$ cat src/rtl/i2s_dsp_ws_det_if.sv
// Bus bundle for the DSP-mode I2S frame-sync detector.
// Optional err_cnt_o is present only when I2S_DSP_WS_DET_ERR_CNT_EN is defined.
interface i2s_dsp_ws_det_if #(
  parameter int ERR_CNT_W = 8
);
  // configuration and serial inputs
  logic       cfg_en_i;
  logic [4:0] cfg_num_bits_i;
  logic [3:0] cfg_num_words_i;
  logic       cfg_dsp_mode_i;
  logic       ws_i;
  logic       sd_i;
  // slot-aligned outputs
  logic       sd_o;
  logic       valid_o;
  logic [4:0] bit_idx_o;
  logic [3:0] word_idx_o;
  logic       word_last_o;
  logic       frame_last_o;
  logic       locked_o;
  logic       err_o;
`ifdef I2S_DSP_WS_DET_ERR_CNT_EN
  logic [ERR_CNT_W-1:0] err_cnt_o;

  modport master (
    output cfg_en_i, cfg_num_bits_i, cfg_num_words_i, cfg_dsp_mode_i, ws_i, sd_i,
    input  sd_o, valid_o, bit_idx_o, word_idx_o, word_last_o, frame_last_o,
           locked_o, err_o, err_cnt_o
  );
  modport slave (
    input  cfg_en_i, cfg_num_bits_i, cfg_num_words_i, cfg_dsp_mode_i, ws_i, sd_i,
    output sd_o, valid_o, bit_idx_o, word_idx_o, word_last_o, frame_last_o,
           locked_o, err_o, err_cnt_o
  );
`else
  modport master (
    output cfg_en_i, cfg_num_bits_i, cfg_num_words_i, cfg_dsp_mode_i, ws_i, sd_i,
    input  sd_o, valid_o, bit_idx_o, word_idx_o, word_last_o, frame_last_o,
           locked_o, err_o
  );
  modport slave (
    input  cfg_en_i, cfg_num_bits_i, cfg_num_words_i, cfg_dsp_mode_i, ws_i, sd_i,
    output sd_o, valid_o, bit_idx_o, word_idx_o, word_last_o, frame_last_o,
           locked_o, err_o
  );
`endif
endinterface

$ cat src/rtl/i2s_dsp_ws_det.sv
// Slave-side DSP/PCM frame-sync detector. Samples the 1-sck WS pulse, tracks
// bit/word slot position and emits registered per-slot strobes (latency 1)
// describing the sd_i bit sampled on the same edge. Flags early and
// stretched WS pulses.
// Optional feature macro: I2S_DSP_WS_DET_ERR_CNT_EN adds a saturating
// framing-error counter (err_cnt_o).
module i2s_dsp_ws_det #(
  parameter int ERR_CNT_W = 8
) (
  input  logic                   sck_i,
  input  logic                   rstn_i,
  i2s_dsp_ws_det_if.slave        bus
);

  typedef enum logic [1:0] {IDLE, HUNT, ACTIVE, GAP} state_t;

  state_t     state;
  logic       ws_q;
  logic       str_seen;   // current stretched pulse already flagged
  logic       pend;       // mode A: next edge is slot 0
  logic       mode_q;     // frame-latched dsp mode
  logic [4:0] nb;         // frame-latched bits-per-word minus 1
  logic [3:0] nw;         // frame-latched words-per-frame minus 1
  logic [4:0] bit_cnt;    // position of the last emitted slot
  logic [3:0] word_cnt;

  logic       rise, stretch;
  logic [4:0] cur_bit;
  logic [3:0] cur_word;
  logic       cur_wl, cur_last, a_legal, b0_wl, b0_last;

  assign rise    = bus.ws_i & ~ws_q;
  assign stretch = bus.ws_i &  ws_q;

  // Slot addressed by this edge when the frame simply keeps running
  always_comb begin
    cur_bit  = '0;
    cur_word = '0;
    if (!pend) begin
      if (bit_cnt == nb) begin
        cur_bit  = '0;
        cur_word = word_cnt + 4'd1;
      end else begin
        cur_bit  = bit_cnt + 5'd1;
        cur_word = word_cnt;
      end
    end
    cur_wl   = (cur_bit == nb);
    cur_last = cur_wl && (cur_word == nw);
    // mode A allows the next pulse on the frame-last edge itself
    a_legal  = !mode_q && cur_last;
    // strobes for a mode B slot 0 use the geometry being latched now
    b0_wl    = (bus.cfg_num_bits_i == 5'd0);
    b0_last  = b0_wl && (bus.cfg_num_words_i == 4'd0);
  end

  // Detector FSM with registered slot outputs
  always_ff @(posedge sck_i or negedge rstn_i) begin
    if (!rstn_i) begin
      state            <= IDLE;
      ws_q             <= 1'b0;
      str_seen         <= 1'b0;
      pend             <= 1'b0;
      mode_q           <= 1'b0;
      nb               <= '0;
      nw               <= '0;
      bit_cnt          <= '0;
      word_cnt         <= '0;
      bus.sd_o         <= 1'b0;
      bus.valid_o      <= 1'b0;
      bus.bit_idx_o    <= '0;
      bus.word_idx_o   <= '0;
      bus.word_last_o  <= 1'b0;
      bus.frame_last_o <= 1'b0;
      bus.locked_o     <= 1'b0;
      bus.err_o        <= 1'b0;
    end else begin
      ws_q             <= bus.ws_i;
      bus.sd_o         <= bus.cfg_en_i & bus.sd_i;
      bus.valid_o      <= 1'b0;
      bus.bit_idx_o    <= '0;
      bus.word_idx_o   <= '0;
      bus.word_last_o  <= 1'b0;
      bus.frame_last_o <= 1'b0;
      bus.err_o        <= 1'b0;
      if (!bus.ws_i) str_seen <= 1'b0;

      if (!bus.cfg_en_i) begin
        // disable wins over everything, including a simultaneous rise
        state        <= IDLE;
        pend         <= 1'b0;
        mode_q       <= 1'b0;
        nb           <= '0;
        nw           <= '0;
        bit_cnt      <= '0;
        word_cnt     <= '0;
        str_seen     <= 1'b0;
        bus.locked_o <= 1'b0;
      end else if (state == IDLE) begin
        state        <= HUNT;
        bus.locked_o <= 1'b0;
      end else begin
        // running slot is emitted unless an illegal mode A rise kills it
        if (state == ACTIVE && (!rise || a_legal)) begin
          bus.valid_o      <= 1'b1;
          bus.bit_idx_o    <= cur_bit;
          bus.word_idx_o   <= cur_word;
          bus.word_last_o  <= cur_wl;
          bus.frame_last_o <= cur_last;
        end

        if (rise) begin
          // frame start: HUNT/GAP always legal, ACTIVE only on mode A last slot
          bus.err_o    <= (state == ACTIVE) && !a_legal;
          bus.locked_o <= 1'b1;
          nb           <= bus.cfg_num_bits_i;
          nw           <= bus.cfg_num_words_i;
          mode_q       <= bus.cfg_dsp_mode_i;
          bit_cnt      <= '0;
          word_cnt     <= '0;
          if (bus.cfg_dsp_mode_i) begin
            // mode B: this edge is slot 0
            pend             <= 1'b0;
            state            <= b0_last ? GAP : ACTIVE;
            bus.valid_o      <= 1'b1;
            bus.bit_idx_o    <= '0;
            bus.word_idx_o   <= '0;
            bus.word_last_o  <= b0_wl;
            bus.frame_last_o <= b0_last;
          end else begin
            pend  <= 1'b1;
            state <= ACTIVE;
          end
        end else if (state == ACTIVE) begin
          bit_cnt  <= cur_bit;
          word_cnt <= cur_word;
          pend     <= 1'b0;
          state    <= cur_last ? GAP : ACTIVE;
        end

        // a held WS is reported once per pulse and never restarts the frame
        if (stretch && (state == ACTIVE || state == GAP) && !str_seen) begin
          bus.err_o <= 1'b1;
          str_seen  <= 1'b1;
        end
      end
    end
  end

`ifdef I2S_DSP_WS_DET_ERR_CNT_EN
  // Saturating count of framing-error pulses, cleared while idle
  always_ff @(posedge sck_i or negedge rstn_i) begin
    if (!rstn_i)
      bus.err_cnt_o <= '0;
    else if (state == IDLE)
      bus.err_cnt_o <= '0;
    else if (bus.err_o && (bus.err_cnt_o != {ERR_CNT_W{1'b1}}))
      bus.err_cnt_o <= bus.err_cnt_o + 1'b1;
  end
`endif

endmodule

$ cat src/flat_wrapper.sv
// flat-port wrapper written by rule: the top's interface ports become plain ports
module i2s_dsp_ws_det_flat 
#(
  parameter int ERR_CNT_W = 8
)
  (sck_i, rstn_i, bus_cfg_en_i, bus_cfg_num_bits_i, bus_cfg_num_words_i, bus_cfg_dsp_mode_i, bus_ws_i, bus_sd_i, bus_sd_o, bus_valid_o, bus_bit_idx_o, bus_word_idx_o, bus_word_last_o, bus_frame_last_o, bus_locked_o, bus_err_o);
  i2s_dsp_ws_det_if #(.ERR_CNT_W(ERR_CNT_W)) bus_i ();
  input  logic sck_i;
  input  logic rstn_i;
  input wire logic [$bits(bus_i.cfg_en_i)-1:0] bus_cfg_en_i;
  input wire logic [$bits(bus_i.cfg_num_bits_i)-1:0] bus_cfg_num_bits_i;
  input wire logic [$bits(bus_i.cfg_num_words_i)-1:0] bus_cfg_num_words_i;
  input wire logic [$bits(bus_i.cfg_dsp_mode_i)-1:0] bus_cfg_dsp_mode_i;
  input wire logic [$bits(bus_i.ws_i)-1:0] bus_ws_i;
  input wire logic [$bits(bus_i.sd_i)-1:0] bus_sd_i;
  output wire logic [$bits(bus_i.sd_o)-1:0] bus_sd_o;
  output wire logic [$bits(bus_i.valid_o)-1:0] bus_valid_o;
  output wire logic [$bits(bus_i.bit_idx_o)-1:0] bus_bit_idx_o;
  output wire logic [$bits(bus_i.word_idx_o)-1:0] bus_word_idx_o;
  output wire logic [$bits(bus_i.word_last_o)-1:0] bus_word_last_o;
  output wire logic [$bits(bus_i.frame_last_o)-1:0] bus_frame_last_o;
  output wire logic [$bits(bus_i.locked_o)-1:0] bus_locked_o;
  output wire logic [$bits(bus_i.err_o)-1:0] bus_err_o;
  assign bus_i.cfg_en_i = bus_cfg_en_i;
  assign bus_i.cfg_num_bits_i = bus_cfg_num_bits_i;
  assign bus_i.cfg_num_words_i = bus_cfg_num_words_i;
  assign bus_i.cfg_dsp_mode_i = bus_cfg_dsp_mode_i;
  assign bus_i.ws_i = bus_ws_i;
  assign bus_i.sd_i = bus_sd_i;
  assign bus_sd_o = bus_i.sd_o;
  assign bus_valid_o = bus_i.valid_o;
  assign bus_bit_idx_o = bus_i.bit_idx_o;
  assign bus_word_idx_o = bus_i.word_idx_o;
  assign bus_word_last_o = bus_i.word_last_o;
  assign bus_frame_last_o = bus_i.frame_last_o;
  assign bus_locked_o = bus_i.locked_o;
  assign bus_err_o = bus_i.err_o;
  i2s_dsp_ws_det #(.ERR_CNT_W(ERR_CNT_W)) u_core (.sck_i(sck_i), .rstn_i(rstn_i), .bus(bus_i));
endmodule
$ cat config.mk
export PLATFORM = sky130hd
export DESIGN_NAME = i2s_dsp_ws_det_flat
export DESIGN_NICKNAME = d
export VERILOG_FILES = /design/src/rtl/i2s_dsp_ws_det_if.sv /design/src/rtl/i2s_dsp_ws_det.sv /design/src/flat_wrapper.sv
export SDC_FILE = /design/constraint.sdc
export NUM_CORES = 1
export LEC_CHECK = 0
export CAP_MARGIN = 20
export CELL_PAD_IN_SITES_DETAIL_PLACEMENT = 1
export CELL_PAD_IN_SITES_GLOBAL_PLACEMENT = 1
export CORE_ASPECT_RATIO = 1.25
export CORE_MARGIN = 2
export CORE_UTILIZATION = 46
export CTS_BUF_LIST = sky130_fd_sc_hd__clkbuf_8
export CTS_CLUSTER_SIZE = 24
export DETAILED_ROUTE_END_ITERATION = 16
export DONT_BUFFER_PORTS = 1
export PLACE_DENSITY_LB_ADDON = 0.1
export SLEW_MARGIN = 20
export SYNTH_ARGS = -nofsm -noshare
export SYNTH_HDL_FRONTEND = slang
export SYNTH_SLANG_ARGS = --single-unit
$ cat constraint.sdc
create_clock -name sck_i -period 2.35 [get_ports sck_i]
set_clock_uncertainty 0.2 [all_clocks]
set_input_delay 0.235 -clock sck_i [delete_from_list [all_inputs] [get_ports sck_i]]
set_output_delay 0.235 -clock sck_i [all_outputs]
set_load 0.1 [all_outputs]
After elaboration in Yosys (flattened, before gate mapping)
Cells that the tools add are included.
W data, S select, Z words.
- flip-flop bits (word level): 39
- bits of input ports: 15
- word-level logic and storage cells: 120
- output and inout port bits: 15
- $add $sub $neg: 2
- bitwise logic cells: 4
- eq/ne operators: 10
- reductions and logical operators: 18
- mux-type cells: 69
- operators by type and width (operator ; count):
    $mux W5 ; 14
    $mux W4 ; 14
    $mux W1 ; 36
    $eq A5 B5 Y1 ; 2
    $mux W2 ; 5
    $logic_and A1 B1 Y1 ; 7
    $ne A3 B1 Y1 const B ; 2
    $add A5 B1 Y5 const B ; 1
    $logic_not A5 Y1 ; 1
    $add A4 B1 Y4 const B ; 1
    $eq A2 B2 Y1 const B ; 2
    $eq A4 B4 Y1 ; 1
    $logic_not A1 Y1 ; 4
    $logic_not A4 Y1 ; 1
    $ne A4 B1 Y1 const B ; 1
    $reduce_and A2 Y1 ; 2
    $and A1 B1 Y1 ; 3
    $logic_not A2 Y1 ; 1
    $logic_or A1 B1 Y1 ; 2
    $ne A2 B1 Y1 const B ; 1
    $ne A2 B2 Y1 const B ; 1
    $not A1 Y1 ; 1

Logic depth before layout (Yosys ltp)
Gate-level depths: netlist (run 1).
- depth in word-level cells: 13
- gate-level depth with buffers: 9
- depth with buffers taken out: 8

Least setup slack after synthesis (run 1)
Ideal clock, no wire load.
- kind: register -> register
- start point: register u_core.bit_cnt[0]
- end point: register u_core.bus.bit_idx_o[0]
- cell stages (with the launch flop): 10
- required time: 2056 ps
- period minus slack after synthesis: 2520 ps
- path slack: -170 ps
- library setup time: 94 ps
- path buffers: 1
- arrival: 2226 ps
- cells stage by stage: dfrtp_1 ha_1 clkbuf_1 nor3b_1 a31oi_1 or3b_2 a21oi_1 o221a_2 nand4_4 a211oi_1
- cells in the longest elaborated chain, start to end: 13
- elaborated cells between the ends (all ways): 17
- those cells by class: 1 x add/sub; 3 x eq/ne; 9 x mux; 4 x reduce/logical
- ends and longest elaborated chain (element ; RTL line ; RTL):
    start: declaration ; i2s_dsp_ws_det.sv:24 ; logic [4:0] bit_cnt;
    start signal: assignment ; i2s_dsp_ws_det.sv:135 ; bit_cnt <= cur_bit;
    $add A5 B1 Y5 / $eq A5 B5 Y1 (equally long branches) ; i2s_dsp_ws_det.sv:44, i2s_dsp_ws_det.sv:40 ;
    $mux W5 / $mux W4 (equally long branches) ; i2s_dsp_ws_det.sv:40 ; if (bit_cnt == nb) begin
    $mux W5 / $mux W4 (equally long branches) ; i2s_dsp_ws_det.sv:39 ; if (!pend) begin
    $eq A5 B5 Y1 / $eq A4 B4 Y1 (equally long branches) ; i2s_dsp_ws_det.sv:48, i2s_dsp_ws_det.sv:49 ;
    $logic_and A1 B1 Y1 ; i2s_dsp_ws_det.sv:49 ; cur_last = cur_wl && (cur_word == nw);
    $logic_and A1 B1 Y1 ; i2s_dsp_ws_det.sv:51 ; a_legal = !mode_q && cur_last;
    $logic_or A1 B1 Y1 ; i2s_dsp_ws_det.sv:104 ; if (state == ACTIVE && (!rise || a_legal)) begin
    $logic_and A1 B1 Y1 ; i2s_dsp_ws_det.sv:104 ;
    $mux W5 (*) ; i2s_dsp_ws_det.sv:104 ;
    $mux W5 ; i2s_dsp_ws_det.sv:121 ; if (bus.cfg_dsp_mode_i) begin
    $mux W5 (*) ; i2s_dsp_ws_det.sv:112 ; if (rise) begin
    $mux W5 (*) ; i2s_dsp_ws_det.sv:99 ; end else if (state == IDLE) begin
    $mux W5 (*) ; i2s_dsp_ws_det.sv:88 ; if (!bus.cfg_en_i) begin
    end signal: assignment ; i2s_dsp_ws_det.sv:106 ; bus.bit_idx_o <= cur_bit;
    end: declaration ; i2s_dsp_ws_det_if.sv:43 ; output sd_o, valid_o, bit_idx_o, word_idx_o, word_last_o, frame_last_o,
Every way passes the cells marked *; elsewhere a longest branch is shown, timed or not.
A chain may end at the register's enable or synchronous reset.

Worst setup path in the final report (run 1)
- start point: register u_core.bit_cnt[0]
- end point: register u_core.bus.word_idx_o[2]
- cells in the longest elaborated chain, start to end: 13
- elaborated cells between the ends (all ways): 17
- those cells by class: 1 x add/sub; 3 x eq/ne; 9 x mux; 4 x reduce/logical
- ends and longest elaborated chain (element ; RTL line ; RTL):
    $add A5 B1 Y5 / $eq A5 B5 Y1 (equally long branches) ; i2s_dsp_ws_det.sv:44, i2s_dsp_ws_det.sv:40 ;
    $mux W5 / $mux W4 (equally long branches) ; i2s_dsp_ws_det.sv:40 ;
    $mux W5 / $mux W4 (equally long branches) ; i2s_dsp_ws_det.sv:39 ;
    $eq A5 B5 Y1 / $eq A4 B4 Y1 (equally long branches) ; i2s_dsp_ws_det.sv:48, i2s_dsp_ws_det.sv:49 ;
    $logic_and A1 B1 Y1 ; i2s_dsp_ws_det.sv:49 ;
    $logic_and A1 B1 Y1 ; i2s_dsp_ws_det.sv:51 ;
    $logic_or A1 B1 Y1 ; i2s_dsp_ws_det.sv:104 ;
    $logic_and A1 B1 Y1 ; i2s_dsp_ws_det.sv:104 ;
    $mux W4 (*) ; i2s_dsp_ws_det.sv:104 ;
    $mux W4 ; i2s_dsp_ws_det.sv:121 ;
    $mux W4 (*) ; i2s_dsp_ws_det.sv:112 ;
    $mux W4 (*) ; i2s_dsp_ws_det.sv:99 ;
    $mux W4 (*) ; i2s_dsp_ws_det.sv:88 ;
    end signal: assignment ; i2s_dsp_ws_det.sv:107 ; bus.word_idx_o <= cur_word;
    end: declaration ; i2s_dsp_ws_det_if.sv:43 ;
Marks and branches as above.

==> results.md, run 1 <==
- Status: complete, but fails checks
- Failing checks: negative setup slack
- # fillers: 540
- Final Setup Violations: 18
- Post-Synth XOR/XNOR Area: 0.05788
- Row count: 28
- GRT Util Overall: 0.3413
- Adder-Cell Fraction of Synth Area: 0.01103
- Crit path arrival time: 2.72 ns
- Grt total ovfl: 0
- Simple-gate share of the synthesized area: 0.2122
- PwrDens: 531.3 mW/mm²
- Crit start category: register
- Total number of vias: 2286
- Antenna violations before repair: 0
- Core area: 0.004730 mm²
- Synth cell count leaders: 39 x dfrtp_1, 24 x nor2_1, 23 x nand2_1, 20 x o21ai_0, 11 x xor2_1
- Clk sinks: 39
- Initial core utilization: 0.4799
- Largest area contributor in the netlist: dfrtp_1
- Power Total: 1.679 mW
- Vias in the first global route: 2547
- Synthesized instance count: 241
- Post-route cell area: 0.003159 mm²
- Synth Register Bits: 39
- Placed cell areas: 0.002634 mm²
- Die area: 0.005515 mm²
- Mux share of post-synthesis cell area: 0.004410
- Largest family of logic cells by synthesized area: compound AO/OA/AOI/OAI gates
- # Max-Cap Violations: 0
- Setup slack after layout: -0.3488 ns
- IO Pins: 30
- Tightest Hold Check Type: in2reg
- Compound-Gate Fraction of Synth Area: 0.2194
- Grt peak-use layer: met2
- Leak: 1.410 nW
- Worst EP required: 2.37 ns
- Tmin final: 2.699 ns
- Max Slew Vio Count: 0
- Async S/R FF share, synth: 1.000
- Peak Freq: 0.3705 GHz
- Area of the multi-input gates: 0.001338 mm²
- Met1 usage: 0.3440
- DR WL/cell: 24.40 µm
- Area Overhead vs Synth: 39.20%
- WS Path Type: reg2reg
- CTS Buf Count: 5
- Post-Synthesis Net Count: 258
- Final-report hold violation count: 0
- Antenna Cells: 0
- Register area share after synthesis: 0.4300
- Pre-CTS setup slack: -0.4888 ns
- Synth warnings: 0
- Clk_lat worst skew: 0.31 ns
- Share of the synthesized area in the top cell type: 0.4300
- Fin crit share: 1.148
- Worst Tran Pin Value: 0.7800 ns
- Final WL: 8905 µm
- Area contributors post-synth: dfrtp_1 43%, o21ai_0 4.4%, xor2_1 4.2%
- Syn Std Cell Area: 0.002270 mm²
- Share of cells above drive strength 1: 0.3508
- Initial DRC Count: 165
- First-pass GRT wire length: 13440 µm
- CTS tree: done
- Vert. Die Dim: 82.54 µm
- Dpl hpwl: 5260 µm
- Drt pass-1 iters: 4
- Synth Flop Type: dfrtp_1
- Routability cong.: 0.9586
- CP endpoint kind: register
- Drt drc: 0
- IO buf count: 0
- Met2 usage: 0.6440
- Post-DRT Antenna Nets: 0
- Vias/cell: 6.263
- Worst ir drop on vdd: 0.4634 mV
- Reg clk slew, reported paths: 0.08 ns
- RSZ-0062 raised after global routing: yes
- Largest fanout on the critical path: 5
- Normalized max-slew margin: 0.4745
- CTS Buffer Depth: 2
- Number of enable flip-flop cells after synthesis: 0
- Die width: 66.83 µm
- Hold_ws: 0.03162 ns
- Met3 Use GR: 0.06504
- Clk root buf: clkbuf_8
- H-tree depth: 2
- Register Area: 978.4 µm²
- Synth cell types: 57
- Post-Syn Area per Cell: 9.418 µm²
- Nets: 321
- Largest net degree at the start of global routing: 40
- Most common cell in the netlist: dfrtp_1
-- what timing repair did --
| action | 4_1_cts | 5_1_grt |
|---|---|---|
| hold buffers | 17 | 0 |
| endpoints found under the setup margin | 18 | 20 |
| pin swaps | 11 | 9 |
| cloned | 1 | 0 |
| buffers inserted | 3 | 3 |
| gates resized for setup | 26 | 12 |
| endpoints found under the hold margin | 57 | 0 |
-- cells in the final DEF (no fill, tap or decap), drive strengths merged, types with 11 or more instances in the layout --
cell type     n
a22o         11
buf          57
dfrtp        39
dlygate4sd3  16
nand2        23
nor2         25
o21ai        21
xor2         11
-- layout make-up --
class,count,area share
multi-input cells,180,0.4234
flip-flops and latches,39,0.3097
repair buffers,73,0.2000
clock buffers,6,0.02614
well taps,60,0.02376
clock inverters,2,0.01109
inverters,5,0.005941
-- where the power goes --
part / internal [mW] / switching, mW
clock network: 0.344 / 0.262
logic: 0.151 / 0.213
registers: 0.686 / 0.0234
-- stage by stage --
stage / setup TNS (ns) / instances / utilization
6_report: -4.764 / 365 / 0.6680
5_1_grt: -6.186 / 365 / 0.6680
4_1_cts: -3.125 / 362 / 0.6524
3_5_place_dp: -5.565 / 334 / 0.5569
3_3_place_gp: -3.140 / 334 / 0.5569
2_1_floorplan: -1.070 / 241 / -
-- layer usage --
layer	up-vias	wire (µm)
met5	-	0
met1	1155	3217
li1	993	-
met2	99	4837
met3	39	448
met4	0	401
-- logic make-up (layout without fill, tap and decap cells) --
kind of cell | count (synthesis) | in the layout
flops | 39 | 39
buf+inv | 23 | 86
xor+xnor | 15 | 15
compound gates | 71 | 71
mux | 1 | 1
simple gates | 90 | 91
fa+ha+maj | 2 | 2
-- flip-flops by register name, summed over array words and instances, names as in the netlist, 2 cells and up --
signal / cells
u_core.bus.bit_idx_o: 5
u_core.nb: 5
u_core.bit_cnt: 5
u_core.state: 2
u_core.bus.word_idx_o: 4
u_core.nw: 4
u_core.word_cnt: 4
-- critical path, stage by stage, from the launching register on --
cell and delay, ns:
dfrtp_2 0.48, ha_2 0.24, nor3b_2 0.17, a31oi_1 0.08, or3b_2 0.48, a21oi_2 0.23
o221a_4 0.28, nand4_4 0.19, a211oi_2 0.26
-- worst paths after layout --
| check | from | end | slack [ns] | cells after the start |
|---|---|---|---|---|
| worst min-delay path | bus_cfg_num_words_i[3] | u_core.bus.frame_last_o | 0.03 | 3 |
| worst max register to register | u_core.bit_cnt[0] | u_core.bus.word_idx_o[2] | -0.35 | 8 |
| worst max-delay path | u_core.bit_cnt[0] | u_core.bus.word_idx_o[2] | -0.35 | 8 |
| min in group asynchronous | rstn_i | u_core.bus.bit_idx_o[4] | 0.18 | 2 |
| worst min register to register | u_core.str_seen | u_core.bus.err_o | 0.30 | 1 |
| max in group asynchronous | rstn_i | u_core.bit_cnt[1] | 1.55 | 2 |
Note: power is estimated with default switching activity, not from simulation.
==> run 2, diff against run 1 <==
--- a/config.mk
+++ b/config.mk
@@ -10,12 +10,13 @@
 export CELL_PAD_IN_SITES_GLOBAL_PLACEMENT = 1
 export CORE_ASPECT_RATIO = 1.25
 export CORE_MARGIN = 2
-export CORE_UTILIZATION = 46
+export CORE_UTILIZATION = 50
 export CTS_BUF_LIST = sky130_fd_sc_hd__clkbuf_8
 export CTS_CLUSTER_SIZE = 24
 export DETAILED_ROUTE_END_ITERATION = 16
 export DONT_BUFFER_PORTS = 1
 export PLACE_DENSITY_LB_ADDON = 0.1
+export SETUP_SLACK_MARGIN = 0.2
 export SLEW_MARGIN = 20
 export SYNTH_ARGS = -nofsm -noshare
 export SYNTH_HDL_FRONTEND = slang
==> constraint.sdc (replaced) <==
create_clock -name sck_i -period 2.55 [get_ports sck_i]
set_clock_uncertainty 0.2 [all_clocks]
set_input_delay 0.255 -clock sck_i [delete_from_list [all_inputs] [get_ports sck_i]]
set_output_delay 0.255 -clock sck_i [all_outputs]
set_load 0.1 [all_outputs]
==> run 2 against run 1 <==
The flow still finishes with violations (negative setup slack). Critical path depth grew 1. Sequential share of layout area shrank 0.36 points. Clock power shrank 21%. Clock-buffer cell count grew 1. Critical path type unchanged. Largest cell class unchanged. Highest routed layer unchanged.
==> results.md, run 2 (synthesis results as in run 1) <==
- Vias/cell: 6.923 (was 6.263)
- Initial DRC Count: 191 (was 165)
- Largest fanout on the critical path: 5 (unchanged)
- Post-route cell area: 0.003197 mm² (was 0.003159 mm²)
- Die width: 64.26 µm (was 66.83 µm)
- Most frequent cells in the layout: 41 x buf_4, 37 x dfrtp_1, 21 x nor2_1, 21 x nand2_1, 18 x o21ai_0 (was 50 x buf_4, 37 x dfrtp_1, 23 x nand2_1)
- Power Total: 1.521 mW (was 1.679 mW)
- RSZ-0062 raised after global routing: yes (unchanged)
- First-pass GRT wire length: 12680 µm (was 13440 µm)
- DR WL/cell: 29.15 µm (was 24.40 µm)
- Seq pwr share: 0.446 (was 0.422)
- Sw Pwr: 484.7 µW (was 498.0 µW)
- Worst EP required: 2.55 ns (was 2.37 ns)
- # Max-Cap Violations: 0 (unchanged)
- Antenna Cells: 0 (unchanged)
- # fillers: 443 (was 540)
- Wire length on met3: 607 µm (was 448 µm)
- Net Sw Frac: 0.3187 (was 0.2967)
- Share of cells above drive strength 1: 0.3571 (was 0.3508)
- Status: complete, but fails checks (unchanged)
- IO Pins: 30 (unchanged)
- Worst ir drop on vdd: 0.4030 mV (was 0.4634 mV)
- Worst Tran Pin Value: 0.8912 ns (was 0.7800 ns)
- Tmin final: 2.834 ns (was 2.699 ns)
- IO buf count: 0 (unchanged)
- Failing checks: negative setup slack (unchanged)
- GRT Util Overall: 0.3392 (was 0.3413)
- Worst path bufs/invs: 2 (was 0)
- Final Setup Violations: 14 (was 18)
- Final-report hold violation count: 0 (unchanged)
- Leak: 1.368 nW (was 1.410 nW)
- Normalized max-slew margin: 0.4063 (was 0.4745)
- Reg clk slew, reported paths: 0.08 ns (about the same)
- Row count: 27 (was 28)
- Routability cong.: 0.9029 (was 0.9586)
- Final WL: 10260 µm (was 8905 µm)
- H-tree depth: 2 (unchanged)
- Wire length on met1: 3650 µm (was 3217 µm)
- Initial core utilization: 0.5168 (was 0.4799)
- Top flop regs: u_core.bit_cnt: 5 flops, u_core.bus.bit_idx_o: 5 flops, u_core.nb: 5 flops (unchanged)
- Placed cell areas: 0.002484 mm² (was 0.002634 mm²)
- Clk root buf: clkbuf_8 (unchanged)
- CP endpoint kind: register (unchanged)
- DR WL met2: 5211 µm (was 4837 µm)
- CTS Buf Count: 5 (unchanged)
- Drt drc: 0 (unchanged)
- Die area: 0.005097 mm² (was 0.005515 mm²)
- Total number of vias: 2437 (was 2286)
- Max Used Layer: met4 (unchanged)
- Dpl hpwl: 5033 µm (was 5260 µm)
- Core area: 0.004392 mm² (was 0.004730 mm²)
- Grt total ovfl: 0 (unchanged)
- Tightest Hold Check Type: in2reg (unchanged)
- Post-DRT Antenna Nets: 0 (unchanged)
- Peak Freq: 0.3528 GHz (was 0.3705 GHz)
- Nets: 310 (was 321)
- Int Pwr: 1.036 mW (was 1.181 mW)
- Largest net degree at the start of global routing: 40 (unchanged)
- Worst-path cell chain: buf_4 > nand3_4 > o221ai_2 > o311ai_2 > o2111ai_4 > a211oi_4 > nand4_4 > buf_6 > a211oi_4 (was ha_2 > nor3b_2 > a31oi_1 > or3b_2 > a21oi_2 > o221a_4 > nand4_4 > a211oi_2)
- Inst Count DP: 314 (was 334)
- Clock share of power: 0.313 (was 0.361)
- Clk_lat worst skew: 0.30 ns (was 0.31 ns)
- WS Path Type: reg2reg (unchanged)
- Crit path max-delay family: compound AO/OA/AOI/OAI gates (unchanged)
- Commonest non-fill, non-tap cell in the layout: buf_4 (unchanged)
- Setup slack after layout: -0.2844 ns (was -0.3488 ns)
- Max Slew Vio Count: 0 (unchanged)
- Combinational power share: 0.241 (was 0.217)
- Drt pass-1 iters: 5 (was 4)
- CP most frequent cell: a211oi_4
- PwrDens: 475.8 mW/mm² (was 531.3 mW/mm²)
- Fin crit share: 1.112 (was 1.148)
- Fin Setup TNS: -3.223 ns (was -4.764 ns)
- Clk sinks: 39 (unchanged)
- CTS Buffer Depth: 2 (unchanged)
- Antenna violations before repair: 0 (unchanged)
- Area of the multi-input gates: 0.001480 mm² (was 0.001338 mm²)
- Vias in the first global route: 2408 (was 2547)
- CTS tree: done (unchanged)
- Post-Layout Cell Count: 352 (was 365)
- Register Area: 978.4 µm² (unchanged)
- Area Overhead vs Synth: 40.85% (was 39.20%)
- Crit start category: register (unchanged)
- Utilization after layout: 0.7279 (was 0.6680)
- Critical path's slowest cell: o311ai_2 (was dfrtp_2)
- Crit path arrival time: 2.84 ns (was 2.72 ns)
- Vert. Die Dim: 79.33 µm (was 82.54 µm)
- Worst path max stage delay: 0.49 ns (was 0.48 ns)
-- run 2: changes by cell type in the layout (fill, tap and decap cells not counted), sizes merged --
cell         change
clkinv           -1
inv              +1
nand4            -1
buf              -8
clkbuf           +1
bufinv           -1
dlygate4sd3      -2
-- run 2: final cells by class --
cell class | instances | share of cell area
Clock inverter | 1 | 0.001174
Timing Repair Buffer | 63 | 0.1710
Multi-Input combinational cell | 179 | 0.4630
Sequential cell | 39 | 0.3061
Clock buffer | 7 | 0.03014
Tap cell | 58 | 0.02270
Inverter | 5 | 0.005871
-- run 2: worst paths after layout --
kind                       cells after the start  slack, ns                      end                from
max in group asynchronous                      2       1.70        u_core.bit_cnt[0]              rstn_i
min in group asynchronous                      2       0.23       u_core.word_cnt[1]              rstn_i
max reg2reg                                    9      -0.28  u_core.bus.bit_idx_o[3]  u_core.word_cnt[1]
max                                            9      -0.28  u_core.bus.bit_idx_o[3]  u_core.word_cnt[1]
min                                            2       0.05         u_core.bus.err_o        bus_cfg_en_i
min reg2reg                                    1       0.32         u_core.bus.err_o     u_core.str_seen
-- run 2: timing repair --
| action | in CTS | in global routing |
|---|---|---|
| hold buffers | 15 | 0 |
| buffers inserted | 11 | 4 |
| gates resized for setup | 22 | 41 |
| endpoints found under the setup margin | 14 | 22 |
| hold endpoints to repair | 57 | 0 |
| pin swaps | 15 | 19 |
-- run 2: stage by stage --
| step | setup WS [ns] | hold WS [ns] |
|---|---|---|
| CTS | -0.1321 | 0.01786 |
| global route | -0.3521 | 0.04209 |
| global placement | -0.07140 | -0.2397 |
| floorplan | 0.07070 | -0.2406 |
| finish | -0.2844 | 0.05223 |
| detailed placement | -0.3167 | -0.2396 |
-- run 2: power groups by stage --
stage	clock (mW)	sequential [mW]	combinational, mW
detailed placement	0	0.685	0.192
CTS	0.467	0.673	0.275
global route	0.495	0.679	0.378
floorplan	0	0.682	0.129
finish	0.476	0.678	0.367
global placement	0	0.684	0.183
-- run 2: routing by layer --
layer  vias to the layer above  global-route usage
met5                         -                   0
met4                         0              0.1830
met3                        69             0.05949
met2                       176              0.6208
met1                      1223              0.3668
li1                        969                   -
-- run 2: worst reg2reg max path: cells and delay by family (launching register included) --
kind / cells / cell delay, ns
and+or+nand+nor: 2 / 0.34
AOI/OAI and AO/OA: 5 / 1.39
buffers and inverters: 2 / 0.39
DFF: 1 / 0.42
